==> src/rtl/ddr_pkg.sv <==
// Shared definitions for the DDR input reporter: frame layout, host command
// codes and the TX handshake state encoding.
package ddr_pkg;

    // Frame header fields, MSB first: sync byte, then the flags byte
    localparam logic [7:0] SYNC_BYTE = 8'hA5;
    localparam int         SYNC_W    = 8;
    localparam int         FLAGS_W   = 8;
    localparam int         HDR_W     = SYNC_W + FLAGS_W;
    localparam int         IDX_W     = 5;

    // Host command bytes received through uart_top RX
    localparam logic [7:0] CMD_START = 8'h53;
    localparam logic [7:0] CMD_PAUSE = 8'h50;
    localparam logic [7:0] CMD_CLEAR = 8'h43;

    // Handshake with the uart_top transmitter
    typedef enum logic [1:0] {
        TX_IDLE,
        TX_SEND,
        TX_WAIT_HI,
        TX_WAIT_LO
    } tx_state_e;

    // Flags byte: {type, press, overflow, idx[4:0]}
    function automatic logic [FLAGS_W-1:0] make_flags(
        input logic             ev_type,
        input logic             press,
        input logic             ovf,
        input logic [IDX_W-1:0] idx
    );
        return {ev_type, press, ovf, idx};
    endfunction

endpackage

==> src/rtl/ddr_debounce.sv <==
// Single-bit two-flop synchroniser followed by a stable-count debouncer.
// The level only changes after the synchronised input has disagreed with it
// for DEB_CYCLES consecutive cycles; rise/fall pulse in the cycle the
// debounced level changes.
module ddr_debounce #(
    parameter int DEB_CYCLES = 100000
) (
    input  logic clk,
    input  logic rst_n,
    input  logic raw,
    output logic level,
    output logic rise,
    output logic fall
);

    localparam int                CNT_W   = (DEB_CYCLES > 1) ? $clog2(DEB_CYCLES) : 1;
    localparam logic [CNT_W-1:0]  CNT_MAX = CNT_W'(DEB_CYCLES - 1);

    logic             sync1_q, sync1_d;
    logic             sync2_q, sync2_d;
    logic             level_q, level_d;
    logic [CNT_W-1:0] cnt_q, cnt_d;
    logic             rise_q, rise_d;
    logic             fall_q, fall_d;

    // Synchronise the raw pad and count how long it has disagreed with the level
    always_comb begin
        sync1_d = raw;
        sync2_d = sync1_q;
        level_d = level_q;
        cnt_d   = '0;
        rise_d  = 1'b0;
        fall_d  = 1'b0;
        if (sync2_q != level_q) begin
            if (cnt_q == CNT_MAX) begin
                level_d = sync2_q;
                rise_d  = sync2_q;
                fall_d  = ~sync2_q;
            end else begin
                cnt_d = cnt_q + CNT_W'(1);
            end
        end
    end

    // Synchroniser, debounce counter and edge pulse registers
    always_ff @(posedge clk or negedge rst_n) begin
        if (!rst_n) begin
            sync1_q <= 1'b0;
            sync2_q <= 1'b0;
            level_q <= 1'b0;
            cnt_q   <= '0;
            rise_q  <= 1'b0;
            fall_q  <= 1'b0;
        end else begin
            sync1_q <= sync1_d;
            sync2_q <= sync2_d;
            level_q <= level_d;
            cnt_q   <= cnt_d;
            rise_q  <= rise_d;
            fall_q  <= fall_d;
        end
    end

    assign level = level_q;
    assign rise  = rise_q;
    assign fall  = fall_q;

endmodule

==> src/rtl/ddr_input_reporter.sv <==
// Debounces NUM_BTN button inputs, turns press/release edges into
// timestamped frames, buffers them in a FIFO and hands them to uart_top.
// Host bytes 'S'/'P'/'C' resume, pause and clear reporting.
// Optional feature macro: HEARTBEAT_EN (periodic heartbeat frames).
module ddr_input_reporter
    import ddr_pkg::*;
#(
    parameter int NUM_BTN    = 5,
    parameter int DEB_CYCLES = 100000,
    parameter int TICK_DIV   = 100000,
    parameter int TS_WIDTH   = 16,
    parameter int FIFO_DEPTH = 8,
    parameter int HB_TICKS   = 1000
) (
    input  logic                      clk,
    input  logic                      rst_n,
    input  logic [NUM_BTN-1:0]        btn_raw,
    input  logic [7:0]                rx_data,
    input  logic                      rx_valid,
    input  logic                      tx_busy,
    output logic [HDR_W+TS_WIDTH-1:0] tx_data,
    output logic                      tx_valid,
    output logic [NUM_BTN-1:0]        btn_state,
    output logic                      overflow
);

    localparam int FRAME_W = HDR_W + TS_WIDTH;
    localparam int ENTRY_W = FLAGS_W + TS_WIDTH;
    localparam int PTR_W   = $clog2(FIFO_DEPTH);
    localparam int PRE_W   = (TICK_DIV > 1) ? $clog2(TICK_DIV) : 1;

    localparam logic [PRE_W-1:0] PRE_MAX  = PRE_W'(TICK_DIV - 1);
    localparam logic [PTR_W:0]   CNT_FULL = (PTR_W + 1)'(FIFO_DEPTH);

    // ------------------------------------------------------------------
    // Per-button synchroniser + debouncer
    // ------------------------------------------------------------------
    logic [NUM_BTN-1:0] deb_level;
    logic [NUM_BTN-1:0] deb_rise;
    logic [NUM_BTN-1:0] deb_fall;

    for (genvar gi = 0; gi < NUM_BTN; gi++) begin : g_deb
        ddr_debounce #(
            .DEB_CYCLES (DEB_CYCLES)
        ) u_deb (
            .clk   (clk),
            .rst_n (rst_n),
            .raw   (btn_raw[gi]),
            .level (deb_level[gi]),
            .rise  (deb_rise[gi]),
            .fall  (deb_fall[gi])
        );
    end

    assign btn_state = deb_level;

    // ------------------------------------------------------------------
    // Declarations
    // ------------------------------------------------------------------
    logic                 cmd_valid_q, cmd_valid_d;
    logic [7:0]           cmd_byte_q, cmd_byte_d;
    logic                 cmd_start, cmd_pause, cmd_clear;
    logic                 enabled_q, enabled_d;
    logic [PRE_W-1:0]     presc_q, presc_d;
    logic [TS_WIDTH-1:0]  ts_q, ts_d;
    logic                 tick;
    logic [NUM_BTN-1:0]   pend_press_q, pend_press_d;
    logic [NUM_BTN-1:0]   pend_rel_q, pend_rel_d;
    logic [NUM_BTN-1:0]   sel_vec, sel_mask;
    logic [IDX_W-1:0]     sel_idx;
    logic                 press_hit, rel_hit;
    logic                 push_req;
    logic [ENTRY_W-1:0]   push_entry;
    logic [ENTRY_W-1:0]   mem_q [FIFO_DEPTH];
    logic [ENTRY_W-1:0]   mem_d [FIFO_DEPTH];
    logic [PTR_W-1:0]     wr_ptr_q, wr_ptr_d;
    logic [PTR_W-1:0]     rd_ptr_q, rd_ptr_d;
    logic [PTR_W:0]       count_q, count_d;
    logic                 fifo_full, fifo_empty;
    logic                 push_ok, pop;
    logic                 overflow_q, overflow_d;
    tx_state_e            state_q, state_d;
    logic [FRAME_W-1:0]   tx_data_q, tx_data_d;
    logic                 tx_valid_q, tx_valid_d;

`ifdef HEARTBEAT_EN
    localparam int               HB_W   = (HB_TICKS > 1) ? $clog2(HB_TICKS) : 1;
    localparam logic [HB_W-1:0]  HB_MAX = HB_W'(HB_TICKS - 1);

    logic [HB_W-1:0] hb_cnt_q, hb_cnt_d;
    logic            hb_pend_q, hb_pend_d;
    logic            hb_fire;
    logic            hb_grant;
`else
    logic            unused_hb_ticks;
    assign unused_hb_ticks = ^HB_TICKS;
`endif

    // Capture a host byte so that it takes effect in the following cycle
    always_comb begin
        cmd_valid_d = rx_valid;
        cmd_byte_d  = rx_valid ? rx_data : cmd_byte_q;
        cmd_start   = cmd_valid_q && (cmd_byte_q == CMD_START);
        cmd_pause   = cmd_valid_q && (cmd_byte_q == CMD_PAUSE);
        cmd_clear   = cmd_valid_q && (cmd_byte_q == CMD_CLEAR);
    end

    // Reporting enable plus the tick prescaler and timestamp counter
    always_comb begin
        enabled_d = enabled_q;
        if (cmd_start) enabled_d = 1'b1;
        if (cmd_pause) enabled_d = 1'b0;

        tick    = (presc_q == PRE_MAX);
        presc_d = tick ? '0 : presc_q + PRE_W'(1);
        ts_d    = tick ? ts_q + TS_WIDTH'(1) : ts_q;
        if (cmd_clear) begin
            presc_d = '0;
            ts_d    = '0;
        end
    end

`ifdef HEARTBEAT_EN
    // Heartbeat period counter; a fired heartbeat waits for a free push slot
    always_comb begin
        hb_cnt_d = hb_cnt_q;
        hb_fire  = 1'b0;
        if (tick) begin
            if (hb_cnt_q == HB_MAX) begin
                hb_cnt_d = '0;
                hb_fire  = 1'b1;
            end else begin
                hb_cnt_d = hb_cnt_q + HB_W'(1);
            end
        end
        if (cmd_clear) hb_cnt_d = '0;

        hb_pend_d = hb_pend_q;
        if (hb_grant)             hb_pend_d = 1'b0;
        if (hb_fire && enabled_q) hb_pend_d = 1'b1;
        if (cmd_pause)            hb_pend_d = 1'b0;
    end
`endif

    // Arbiter: lowest pending press first, then releases; one push per cycle
    always_comb begin
        press_hit = |pend_press_q;
        rel_hit   = |pend_rel_q;
        sel_vec   = press_hit ? pend_press_q : pend_rel_q;
        sel_mask  = sel_vec & (~sel_vec + NUM_BTN'(1));
        sel_idx   = '0;
        for (int i = 0; i < NUM_BTN; i++) begin
            if (sel_mask[i]) sel_idx = sel_idx | IDX_W'(i);
        end

        push_req   = 1'b0;
        push_entry = '0;
`ifdef HEARTBEAT_EN
        hb_grant   = 1'b0;
`endif
        pend_press_d = pend_press_q;
        pend_rel_d   = pend_rel_q;

        if (press_hit || rel_hit) begin
            push_req   = 1'b1;
            push_entry = {make_flags(1'b0, press_hit, overflow_q, sel_idx), ts_q};
            if (press_hit) pend_press_d = pend_press_q & ~sel_mask;
            else           pend_rel_d   = pend_rel_q & ~sel_mask;
        end
`ifdef HEARTBEAT_EN
        else if (hb_pend_q) begin
            push_req   = 1'b1;
            push_entry = {make_flags(1'b1, 1'b0, overflow_q, '0), ts_q};
            hb_grant   = 1'b1;
        end
`endif

        if (enabled_q) begin
            pend_press_d = pend_press_d | deb_rise;
            pend_rel_d   = pend_rel_d | deb_fall;
        end
        if (cmd_pause) begin
            pend_press_d = '0;
            pend_rel_d   = '0;
        end
    end

    // Event FIFO bookkeeping; a push into a full FIFO without a pop is dropped
    always_comb begin
        fifo_full  = (count_q == CNT_FULL);
        fifo_empty = (count_q == '0);
        push_ok    = push_req && (!fifo_full || pop);

        mem_d    = mem_q;
        wr_ptr_d = wr_ptr_q;
        rd_ptr_d = rd_ptr_q;
        count_d  = count_q;
        if (push_ok) begin
            mem_d[wr_ptr_q] = push_entry;
            wr_ptr_d        = wr_ptr_q + PTR_W'(1);
        end
        if (pop) rd_ptr_d = rd_ptr_q + PTR_W'(1);
        if (push_ok && !pop)      count_d = count_q + (PTR_W + 1)'(1);
        else if (!push_ok && pop) count_d = count_q - (PTR_W + 1)'(1);

        overflow_d = overflow_q;
        if (cmd_clear) overflow_d = 1'b0;
        if (push_req && !push_ok) overflow_d = 1'b1;
    end

    // TX handshake: pop into tx_data, strobe once, then follow tx_busy high and low
    always_comb begin
        state_d    = state_q;
        pop        = 1'b0;
        tx_valid_d = 1'b0;
        tx_data_d  = tx_data_q;
        case (state_q)
            TX_IDLE: begin
                if (!fifo_empty && !tx_busy) begin
                    pop        = 1'b1;
                    tx_data_d  = {SYNC_BYTE, mem_q[rd_ptr_q]};
                    tx_valid_d = 1'b1;
                    state_d    = TX_SEND;
                end
            end
            TX_SEND:    state_d = TX_WAIT_HI;
            TX_WAIT_HI: if (tx_busy)  state_d = TX_WAIT_LO;
            TX_WAIT_LO: if (!tx_busy) state_d = TX_IDLE;
            default:    state_d = TX_IDLE;
        endcase
    end

    // Control, timestamp, pending-event and TX registers
    always_ff @(posedge clk or negedge rst_n) begin
        if (!rst_n) begin
            cmd_valid_q  <= 1'b0;
            cmd_byte_q   <= '0;
            enabled_q    <= 1'b1;
            presc_q      <= '0;
            ts_q         <= '0;
            pend_press_q <= '0;
            pend_rel_q   <= '0;
            wr_ptr_q     <= '0;
            rd_ptr_q     <= '0;
            count_q      <= '0;
            overflow_q   <= 1'b0;
            state_q      <= TX_IDLE;
            tx_data_q    <= '0;
            tx_valid_q   <= 1'b0;
        end else begin
            cmd_valid_q  <= cmd_valid_d;
            cmd_byte_q   <= cmd_byte_d;
            enabled_q    <= enabled_d;
            presc_q      <= presc_d;
            ts_q         <= ts_d;
            pend_press_q <= pend_press_d;
            pend_rel_q   <= pend_rel_d;
            wr_ptr_q     <= wr_ptr_d;
            rd_ptr_q     <= rd_ptr_d;
            count_q      <= count_d;
            overflow_q   <= overflow_d;
            state_q      <= state_d;
            tx_data_q    <= tx_data_d;
            tx_valid_q   <= tx_valid_d;
        end
    end

    // FIFO storage
    always_ff @(posedge clk or negedge rst_n) begin
        if (!rst_n) begin
            for (int i = 0; i < FIFO_DEPTH; i++) mem_q[i] <= '0;
        end else begin
            mem_q <= mem_d;
        end
    end

`ifdef HEARTBEAT_EN
    // Heartbeat counter and pending flag
    always_ff @(posedge clk or negedge rst_n) begin
        if (!rst_n) begin
            hb_cnt_q  <= '0;
            hb_pend_q <= 1'b0;
        end else begin
            hb_cnt_q  <= hb_cnt_d;
            hb_pend_q <= hb_pend_d;
        end
    end
`endif

    assign tx_data  = tx_data_q;
    assign tx_valid = tx_valid_q;
    assign overflow = overflow_q;

endmodule
==> config.mk <==
export PLATFORM = sky130hd
export DESIGN_NAME = ddr_input_reporter
export DESIGN_NICKNAME = d
export VERILOG_FILES = /design/src/rtl/ddr_pkg.sv /design/src/rtl/ddr_debounce.sv /design/src/rtl/ddr_input_reporter.sv
export SDC_FILE = /design/constraint.sdc
export NUM_CORES = 1
export LEC_CHECK = 0
export CAP_MARGIN = 0
export CELL_PAD_IN_SITES_DETAIL_PLACEMENT = 0
export CELL_PAD_IN_SITES_GLOBAL_PLACEMENT = 2
export CORE_ASPECT_RATIO = 2
export CORE_UTILIZATION = 45
export CTS_BUF_LIST = sky130_fd_sc_hd__clkbuf_8
export CTS_CLUSTER_SIZE = 14
export DETAILED_ROUTE_END_ITERATION = 12
export GPL_ROUTABILITY_DRIVEN = 1
export PLACE_DENSITY = 0.89
export SLEW_MARGIN = 5
export SYNTH_ARGS = -nofsm -noshare
export SYNTH_HDL_FRONTEND = slang
export SYNTH_SLANG_ARGS = --single-unit
export TNS_END_PERCENT = 50
==> constraint.sdc <==
create_clock -name clk -period 3.65 [get_ports clk]
set_input_delay 1.095 -clock clk [delete_from_list [all_inputs] [get_ports clk]]
set_output_delay 1.095 -clock clk [all_outputs]
set_load 0.02 [all_outputs]
==> impl_results.rst, run 1 <==
.. list-table::
   :header-rows: 1

   * - Metric
     - Value
   * - Worst setup slack for register-to-register paths
     - 0.88 ns
   * - Final slew viol count
     - 0
   * - Post-synthesis average cell area
     - 12.6 um^2
   * - Max frequency
     - 348 MHz
   * - Global-route wire length before repair
     - 59800 um
   * - Number of antenna violations at the first check in global routing
     - 1
   * - Final Hold Slack
     - 0.350 ns
   * - Classification of the worst-slack hold path
     - reg -> reg
   * - Total gr overflow
     - 0
   * - Overall power
     - 0.00819 W
   * - Setup TNS after final layout
     - 0 ns
   * - Clock Pin Slew Worst Setup and Hold Paths
     - 0.06 ns
   * - Number of register bits inferred by synthesis
     - 367
   * - Clock H-tree levels
     - 2
   * - Top_reg_cell synth
     - sky130_fd_sc_hd__dfrtp_1
   * - First-pass iteration count of the detailed router
     - 6
   * - Fraction of the yosys area taken by sequential cells
     - 53.2%
   * - Slowest cell on the critical path
     - sky130_fd_sc_hd__clkdlybuf4s50_1
   * - TritonCTS buffer count
     - 54
   * - Number of buffers added for setup after CTS
     - 0
   * - Height of the chip
     - 279 um
   * - Worst rel slew slack
     - 32.3%
   * - Fraction of final layout cells sized beyond drive strength 1
     - 25.9%
   * - Type of element launching the critical path
     - primary input
   * - Largest net degree at the start of global routing
     - 71
   * - Source-to-sink clock delay at the later pin of the worst-skew pair
     - 0.60 ns
   * - Detailed-route DRC error count
     - 0
   * - Design internal power
     - 0.00630 W
   * - Share of async-settable or async-resettable flops after synthesis
     - 100%
   * - Number of global-route vias before repair
     - 11503
   * - Final critical-path share of the clock period
     - 78.8%
   * - Worst Setup End Kind
     - register
   * - Count of input and output buffers
     - 48
   * - Setup skew after layout
     - 0.0276 ns
   * - Maximum fanout encountered on the critical timing path
     - 4
   * - Synth Cell Area
     - 0.0173 mm^2
   * - RSZ-0062 raised after global routing
     - false
   * - Routed wire per std cell
     - 18.4 um
   * - HPWL after detailed placement
     - 24000 um
   * - Total leakage power
     - 8.86 nW
   * - Initial Utilization
     - 45.6%
   * - CTS tree
     - done
   * - Crit path cell chain
     - clkdlybuf4s50_1 -> nand2b_1 -> nand3_1 -> nand2_1 -> inv_1 -> ha_1 -> inv_1 -> ha_1 -> a21o_1 -> a21oi_1 -> mux2i_1 -> xnor2_1
   * - Switching Share
     - 23.1%
   * - Peak VDD IR
     - 354 uV
   * - Area of placed instances
     - 0.0181 mm^2
   * - Die extent in x
     - 141 um
   * - Reported net switching power
     - 0.00189 W
   * - Worst stage delay on the critical path
     - 0.50 ns
   * - Count of yosys warnings during synthesis
     - 0
   * - Minimum clock period after layout
     - 2.88 ns
   * - Ratio of routed vias to standard cells
     - 5.56
   * - Boundary Pins
     - 56
   * - Vias after detailed routing
     - 10709
   * - Arrival time worst endpoint
     - 3.40 ns
   * - Number of nets with antenna violations after detailed routing
     - 0
   * - Critical path type
     - in -> reg
   * - Fraction of power consumed by combinational cells
     - 4.4%
   * - Layout area overhead
     - 11.5%
   * - Total die area
     - 0.0392 mm^2
   * - First DRT Iteration DRCs
     - 381
   * - Filler cell count in the final layout
     - 3375
   * - Number of nets in the layout
     - 1452
   * - Library cell used as clock root buffer
     - sky130_fd_sc_hd__clkbuf_8
   * - Power density over the cells
     - 425 mW/mm^2
   * - Count of unique library cells instantiated by Yosys
     - 58
   * - Number of cells produced by synthesis
     - 1375
   * - Clock power share
     - 43.7%
   * - Number of clock sinks
     - 367
   * - Run status
     - finished clean
   * - Slew at the pin closest to its max-slew limit
     - 1.02 ns
   * - Area of combinational cells with multiple inputs
     - 0.00741 mm^2
   * - Power share of the sequential group
     - 51.9%
   * - Num rows
     - 101
   * - Share of the core filled with cells
     - 50.8%
   * - WP data required
     - 4.17 ns
   * - Non-Filler Cell Area, Final
     - 0.0193 mm^2
   * - Core area
     - 0.0379 mm^2
   * - Gpl congestion
     - 0.766
   * - Final hold violations
     - 0
   * - Setup Viol. Count Final
     - 0
   * - CTS Hold Bufs
     - 0
   * - Sequential cell area in the final layout
     - 0.00919 mm^2
   * - EDFF count, synth
     - 0
   * - Global router's overall resource usage
     - 19.1%
   * - Routed Wire Length
     - 35400 um
   * - Post-cts resize count
     - 0
   * - Max-cap violations
     - 0
   * - Maximum root-to-sink buffer count
     - 3
final timing paths:
kind | startpoint | end | depth (start not counted)
worst max-delay path | tx_busy | count_q[3]$_DFFE_PN0P_ | 12
worst min-delay path | g_deb[2].u_deb.sync1_q$_DFF_PN0_ | g_deb[2].u_deb.sync2_q$_DFF_PN0_ | 0
worst max register to register | pend_press_q[2]$_DFF_PN0_ | count_q[3]$_DFFE_PN0P_ | 11
worst min register to register | g_deb[2].u_deb.sync1_q$_DFF_PN0_ | g_deb[2].u_deb.sync2_q$_DFF_PN0_ | 0
max in group asynchronous | rst_n | g_deb[2].u_deb.cnt_q[8]$_DFF_PN0_ | 2
min in group asynchronous | rst_n | tx_data[6]$_DFFE_PN0P_ | 1
critical path: cells and delay by family:
family / cells / cell delay [ns]
AO/OA/AOI/OAI: 2 / 0.35
buffers and inverters: 3 / 0.69
adder cells (fa/ha/maj): 2 / 0.45
AND/OR/NAND/NOR: 3 / 0.43
XOR/XNOR: 1 / 0.13
multiplexers: 1 / 0.23
metrics by stage:
stage,setup slack [ns],std cells
floorplan,0.352,1381
global placement,0.180,1825
detailed placement,0.162,1825
CTS,0.788,1926
global route,0.650,1927
finish,0.774,1927
area by class of cell:
cell class	count	share of cell area, %
Antenna cell	1	0.0130
Clock buffer	70	5.00
Clock inverter	31	1.21
Inverter	15	0.292
Multi-Input combinational cell	900	38.5
Sequential cell	367	47.7
Tap cell	463	3.01
Timing Repair Buffer	80	4.29
synth_stat cells (7+ instances only):
master / n / share of area, %
sky130_fd_sc_hd__nor3b_1: 12 / 0.52
sky130_fd_sc_hd__nor3_1: 12 / 0.35
sky130_fd_sc_hd__buf_4: 28 / 1.2
sky130_fd_sc_hd__xnor2_1: 36 / 1.8
sky130_fd_sc_hd__and4_1: 21 / 1.1
sky130_fd_sc_hd__inv_1: 15 / 0.33
sky130_fd_sc_hd__ha_1: 16 / 1.2
sky130_fd_sc_hd__buf_6: 22 / 1.4
sky130_fd_sc_hd__o21ai_0: 14 / 0.41
sky130_fd_sc_hd__nand2_1: 67 / 1.5
sky130_fd_sc_hd__dfrtp_1: 366 / 53
sky130_fd_sc_hd__nor4_1: 22 / 0.80
sky130_fd_sc_hd__nand3_1: 45 / 1.3
sky130_fd_sc_hd__nand4_1: 39 / 1.4
sky130_fd_sc_hd__mux2_2: 180 / 12
sky130_fd_sc_hd__nor4b_1: 7 / 0.35
sky130_fd_sc_hd__nor2_1: 126 / 2.7
sky130_fd_sc_hd__buf_2: 14 / 0.41
sky130_fd_sc_hd__and3_1: 11 / 0.40
sky130_fd_sc_hd__mux4_2: 42 / 5.5
sky130_fd_sc_hd__clkbuf_1: 33 / 0.72
sky130_fd_sc_hd__and2_4: 16 / 0.81
sky130_fd_sc_hd__mux2i_1: 31 / 1.8
sky130_fd_sc_hd__or3_1: 9 / 0.33
sky130_fd_sc_hd__xor2_1: 53 / 2.7
sky130_fd_sc_hd__a21oi_1: 45 / 1.3
sky130_fd_sc_hd__nand2b_1: 10 / 0.36
sky130_fd_sc_hd__or4_1: 7 / 0.30
cell usage in the layout, fill, tap and decap left out, types with 5 or more instances in the layout:
cell                              Yosys  layout
sky130_fd_sc_hd__nor4_1              22      22
sky130_fd_sc_hd__xnor2_1             36      36
sky130_fd_sc_hd__and2_1               5       5
sky130_fd_sc_hd__conb_1               1       7
sky130_fd_sc_hd__or4_1                7       7
sky130_fd_sc_hd__and3_1              11      11
sky130_fd_sc_hd__inv_1               15      34
sky130_fd_sc_hd__buf_4               28      24
sky130_fd_sc_hd__nand4_1             39      39
sky130_fd_sc_hd__nand2b_1            10      10
sky130_fd_sc_hd__or3_1                9       9
sky130_fd_sc_hd__clkdlybuf4s50_1      0      47
sky130_fd_sc_hd__xor2_1              53      53
sky130_fd_sc_hd__clkbuf_8             0      70
sky130_fd_sc_hd__and2_4              16      16
sky130_fd_sc_hd__nor3b_1             12      12
sky130_fd_sc_hd__o21ai_0             14      14
sky130_fd_sc_hd__mux2_2             180     180
sky130_fd_sc_hd__nand3_1             45      45
sky130_fd_sc_hd__nor4b_1              7       6
sky130_fd_sc_hd__mux4_2              42      42
sky130_fd_sc_hd__nor3_1              12      12
sky130_fd_sc_hd__buf_12               0       8
sky130_fd_sc_hd__ha_1                16      16
sky130_fd_sc_hd__nor4bb_1             5       5
sky130_fd_sc_hd__mux2_1               5       5
sky130_fd_sc_hd__and4_1              21      21
sky130_fd_sc_hd__mux2i_1             31      31
sky130_fd_sc_hd__nand2_1             67      67
sky130_fd_sc_hd__clkinv_2             0       7
sky130_fd_sc_hd__a21oi_1             45      45
sky130_fd_sc_hd__dfrtp_1            366     364
sky130_fd_sc_hd__nor2_1             126     125
registers in the layout, summed over array words and instances (netlist names), 4 cells and up:
signal	count
cmd_byte_q	8
count_q	4
g_deb.u_deb.cnt_q	85
g_deb.u_deb.fall	5
g_deb.u_deb.level	5
g_deb.u_deb.rise	5
g_deb.u_deb.sync1_q	5
g_deb.u_deb.sync2_q	5
mem_q	168
pend_press_q	5
pend_rel_q	5
presc_q	17
ts_q	16
tx_data	22
logic make-up (layout without fill, tap and decap cells):
family / Yosys count / in the layout / synth area share [%]
and+or+nand+nor: 437 / 437 / 13.9
DFF: 367 / 367 / 53.2
muxes: 258 / 258 / 19.3
buffers and inverters: 114 / 196 / 4.14
AOI/OAI and AO/OA: 92 / 92 / 3.64
xor gates and xnor gates: 89 / 89 / 4.51
adders and majority gates: 17 / 17 / 1.27
other: 1 / 8 / 0.0217
power by group through the flow:
| stage | Combinational [W] | Clock (W) | Sequential (W) |
|---|---|---|---|
| after floorplan | 0.000221 | 0 | 0.00429 |
| after global placement | 0.000364 | 0 | 0.00431 |
| after detailed placement | 0.000374 | 0 | 0.00432 |
| after CTS | 0.000376 | 0.00371 | 0.00424 |
| after global routing | 0.000425 | 0.00388 | 0.00426 |
| final | 0.000364 | 0.00358 | 0.00425 |
routing by layer:
layer	part of all wire, %	vias up	track usage (%)
met3	3.0	63	2.74
li1	-	4985	-
met2	57	162	37.0
met1	38	5499	21.2
met4	2.4	0	6.08
met5	0	-	0
Power figures use the tool's default switching activity.
==> run 2: changes to the inputs <==
==> constraint.sdc (replaced) <==
create_clock -name clk -period 3 [get_ports clk]
set_input_delay 0.9 -clock clk [delete_from_list [all_inputs] [get_ports clk]]
set_output_delay 0.9 -clock clk [all_outputs]
set_load 0.02 [all_outputs]
==> run 2 against run 1 <==
Clock-buffer cell count fell by 5. Largest power group unchanged. Via count shrank 0.21%. Critical endpoint unchanged. Hold slack worse by 0.17 ns. Non-clock buffer count is 9 higher.
==> impl_results.rst, run 2 (synthesis results as in run 1) <==
.. list-table::
   :header-rows: 1

   * - Metric
     - Value
   * - First-pass iteration count of the detailed router
     - 4 (-2)
   * - Classification of the worst-slack hold path
     - in -> async
   * - Largest net degree at the start of global routing
     - 93 (+31%)
   * - Maximum fanout encountered on the critical timing path
     - 6 (+2)
   * - Setup skew after layout
     - 0.0174 ns (-0.0102 ns)
   * - Run status
     - finished clean
   * - M2 GR Usage
     - 37.6% (+0.63 points)
   * - Number of global-route vias before repair
     - 11570 (+0.58%)
   * - Height of the chip
     - 279 um (unchanged)
   * - Register ranked first by flip-flop count
     - mem_q
   * - Area of placed instances
     - 0.0182 mm^2 (+0.65%)
   * - Non-Filler Cell Area, Final
     - 0.0192 mm^2 (-0.26%)
   * - Maximum root-to-sink buffer count
     - 3 (unchanged)
   * - Boundary Pins
     - 56 (unchanged)
   * - Number of clock sinks
     - 367 (unchanged)
   * - Top library cells by usage in the layout, fill and taps aside
     - 364 x sky130_fd_sc_hd__dfrtp_1, 180 x sky130_fd_sc_hd__mux2_2, 125 x sky130_fd_sc_hd__nor2_1
   * - Most common library cell in the layout ignoring fill and taps
     - sky130_fd_sc_hd__dfrtp_1
   * - Source-to-sink clock delay at the later pin of the worst-skew pair
     - 0.60 ns (about the same)
   * - Number of antenna violations at the first check in global routing
     - 1 (unchanged)
   * - Total die area
     - 0.0392 mm^2 (unchanged)
   * - Area of combinational cells with multiple inputs
     - 0.00741 mm^2 (unchanged)
   * - Worst rel slew slack
     - 40.5% (+8.2 points)
   * - Global Route met1 Usage
     - 20.0% (-1.2 points)
   * - Total gr overflow
     - 0 (unchanged)
   * - Detailed-route DRC error count
     - 0 (unchanged)
   * - Vias after detailed routing
     - 10687 (-0.21%)
   * - Max-cap violations
     - 0 (unchanged)
   * - Fraction of final layout cells sized beyond drive strength 1
     - 26.3% (+0.36 points)
   * - Sequential cell area in the final layout
     - 0.00919 mm^2 (unchanged)
   * - Global-route layer with the greatest usage
     - met2
   * - Layout area overhead
     - 11.2%
   * - Worst Setup End Kind
     - register
   * - Minimum clock period after layout
     - 2.59 ns
   * - Setup Viol. Count Final
     - 0 (unchanged)
   * - Die extent in x
     - 141 um (unchanged)
   * - Final critical-path share of the clock period
     - 86.3%
   * - Slew at the pin closest to its max-slew limit
     - 0.890 ns (-0.126 ns)
   * - CTS Hold Bufs
     - 0 (unchanged)
   * - CTS tree
     - done
   * - Overall power
     - 0.00950 W (+16%)
   * - Number of buffers added for setup after CTS
     - 0 (unchanged)
   * - Type of element launching the critical path
     - register
   * - Global router's overall resource usage
     - 19.0% (-0.19 points)
   * - Arrival time worst endpoint
     - 3.11 ns (-0.29 ns)
   * - Power density over the cells
     - 494 mW/mm^2 (+16%)
   * - Core area
     - 0.0379 mm^2 (unchanged)
   * - Number of nets in the layout
     - 1460 (+0.55%)
   * - Count of input and output buffers
     - 48 (unchanged)
   * - Global-route wire length before repair
     - 59100 um (-1.1%)
   * - Gpl congestion
     - 0.791 (+3.3%)
   * - Ratio of routed vias to standard cells
     - 5.54 (-0.36%)
   * - RSZ-0062 raised after global routing
     - false
   * - Clock H-tree levels
     - 2 (unchanged)
   * - Num rows
     - 101 (unchanged)
   * - Post-cts resize count
     - 0 (unchanged)
   * - Routed Wire Length
     - 35400 um (about the same)
   * - Clock Pin Slew Worst Setup and Hold Paths
     - 0.07 ns (about the same)
   * - Routed wire per std cell
     - 18.3 um (-0.15%)
   * - Filler cell count in the final layout
     - 3383 (+0.24%)
   * - Max frequency
     - 386 MHz
   * - Final slew viol count
     - 0 (unchanged)
   * - Library cell used as clock root buffer
     - sky130_fd_sc_hd__clkbuf_8
   * - Total leakage power
     - 8.84 nW (-0.27%)
   * - Initial Utilization
     - 45.6% (unchanged)
   * - TritonCTS buffer count
     - 53 (-1.9%)
   * - Number of nets with antenna violations after detailed routing
     - 0 (unchanged)
   * - HPWL after detailed placement
     - 24000 um (-0.14%)
   * - Number of flip-flops under the largest register name
     - 168 (unchanged)
   * - Critical path type
     - reg -> reg
   * - First DRT Iteration DRCs
     - 375 (-1.6%)
   * - Met3 global-route usage
     - 2.71% (-0.034 points)
   * - WP data required
     - 3.52 ns (-0.65 ns)
   * - Final hold violations
     - 0 (unchanged)
   * - Peak VDD IR
     - 352 uV (-0.54%)
## run 2: cell count changes in the layout (fill, tap and decap cells not counted)
cell                         delta
sky130_fd_sc_hd__clkinvlp_4     +1
sky130_fd_sc_hd__buf_4          +5
sky130_fd_sc_hd__clkbuf_8       -5
sky130_fd_sc_hd__clkinv_2       +5
sky130_fd_sc_hd__buf_12         +4
sky130_fd_sc_hd__bufinv_16      -4
sky130_fd_sc_hd__inv_1          -3
## run 2: routing by layer
| metal | share of wire (%) | up-vias |
|---|---|---|
| li1 | - | 5000 |
| met1 | 37 | 5482 |
| met2 | 57 | 137 |
| met3 | 2.6 | 68 |
| met4 | 2.6 | 0 |
| met5 | 0 | - |
## run 2: stage by stage
stage,setup TNS (ns),hold slack [ns],utilization (%),setup WS (ns),instances
detailed placement,-0.188,0.336,48.0,-0.142,1834
floorplan,0,0.331,-,0.0901,1381
finish,0,0.180,50.7,0.412,1930
global placement,-0.145,0.339,48.0,-0.145,1834
CTS,0,0.162,50.7,0.365,1929
global route,0,0.175,50.7,0.197,1930
## run 2: report_power, final
| group | switching, W | internal [W] |
|---|---|---|
| registers | 0.000115 | 0.00505 |
| logic | 0.000274 | 0.000179 |
| clock network | 0.00192 | 0.00196 |
| total | 0.00231 | 0.00719 |
## run 2: path summary, 6_finish.rpt
check	from	to	slack, ns	cells past startpoint
min in group clk	g_deb[2].u_deb.sync1_q$_DFF_PN0_	g_deb[2].u_deb.sync2_q$_DFF_PN0_	0.35	0
min	rst_n	g_deb[4].u_deb.cnt_q[10]$_DFF_PN0_	0.18	1
max in group asynchronous	rst_n	mem_q[125]$_DFFE_PN0P_	1.96	2
min reg2reg	g_deb[2].u_deb.sync1_q$_DFF_PN0_	g_deb[2].u_deb.sync2_q$_DFF_PN0_	0.35	0
max	pend_press_q[4]$_DFF_PN0_	count_q[3]$_DFFE_PN0P_	0.41	11
max reg2reg	pend_press_q[4]$_DFF_PN0_	count_q[3]$_DFFE_PN0P_	0.41	11
## run 2: critical path: stages (launching register included)
cell and delay, ns:
sky130_fd_sc_hd__dfrtp_1 0.45, sky130_fd_sc_hd__nor4_4 0.48, sky130_fd_sc_hd__nand4_4 0.21, sky130_fd_sc_hd__nand2_1 0.13
sky130_fd_sc_hd__inv_1 0.05, sky130_fd_sc_hd__ha_1 0.20, sky130_fd_sc_hd__inv_1 0.07, sky130_fd_sc_hd__ha_1 0.22
sky130_fd_sc_hd__a21o_1 0.17, sky130_fd_sc_hd__a21oi_1 0.17, sky130_fd_sc_hd__mux2i_1 0.24, sky130_fd_sc_hd__xnor2_1 0.13
## run 2: layout make-up
type | count | share of cell area, %
antenna | 1 | 0.0130
sequential | 367 | 47.8
tap | 463 | 3.02
timing repair buffer | 89 | 4.91
clock buffer | 65 | 4.66
inverter | 15 | 0.293
multi-input combinational | 900 | 38.6
clock inverter | 30 | 0.703
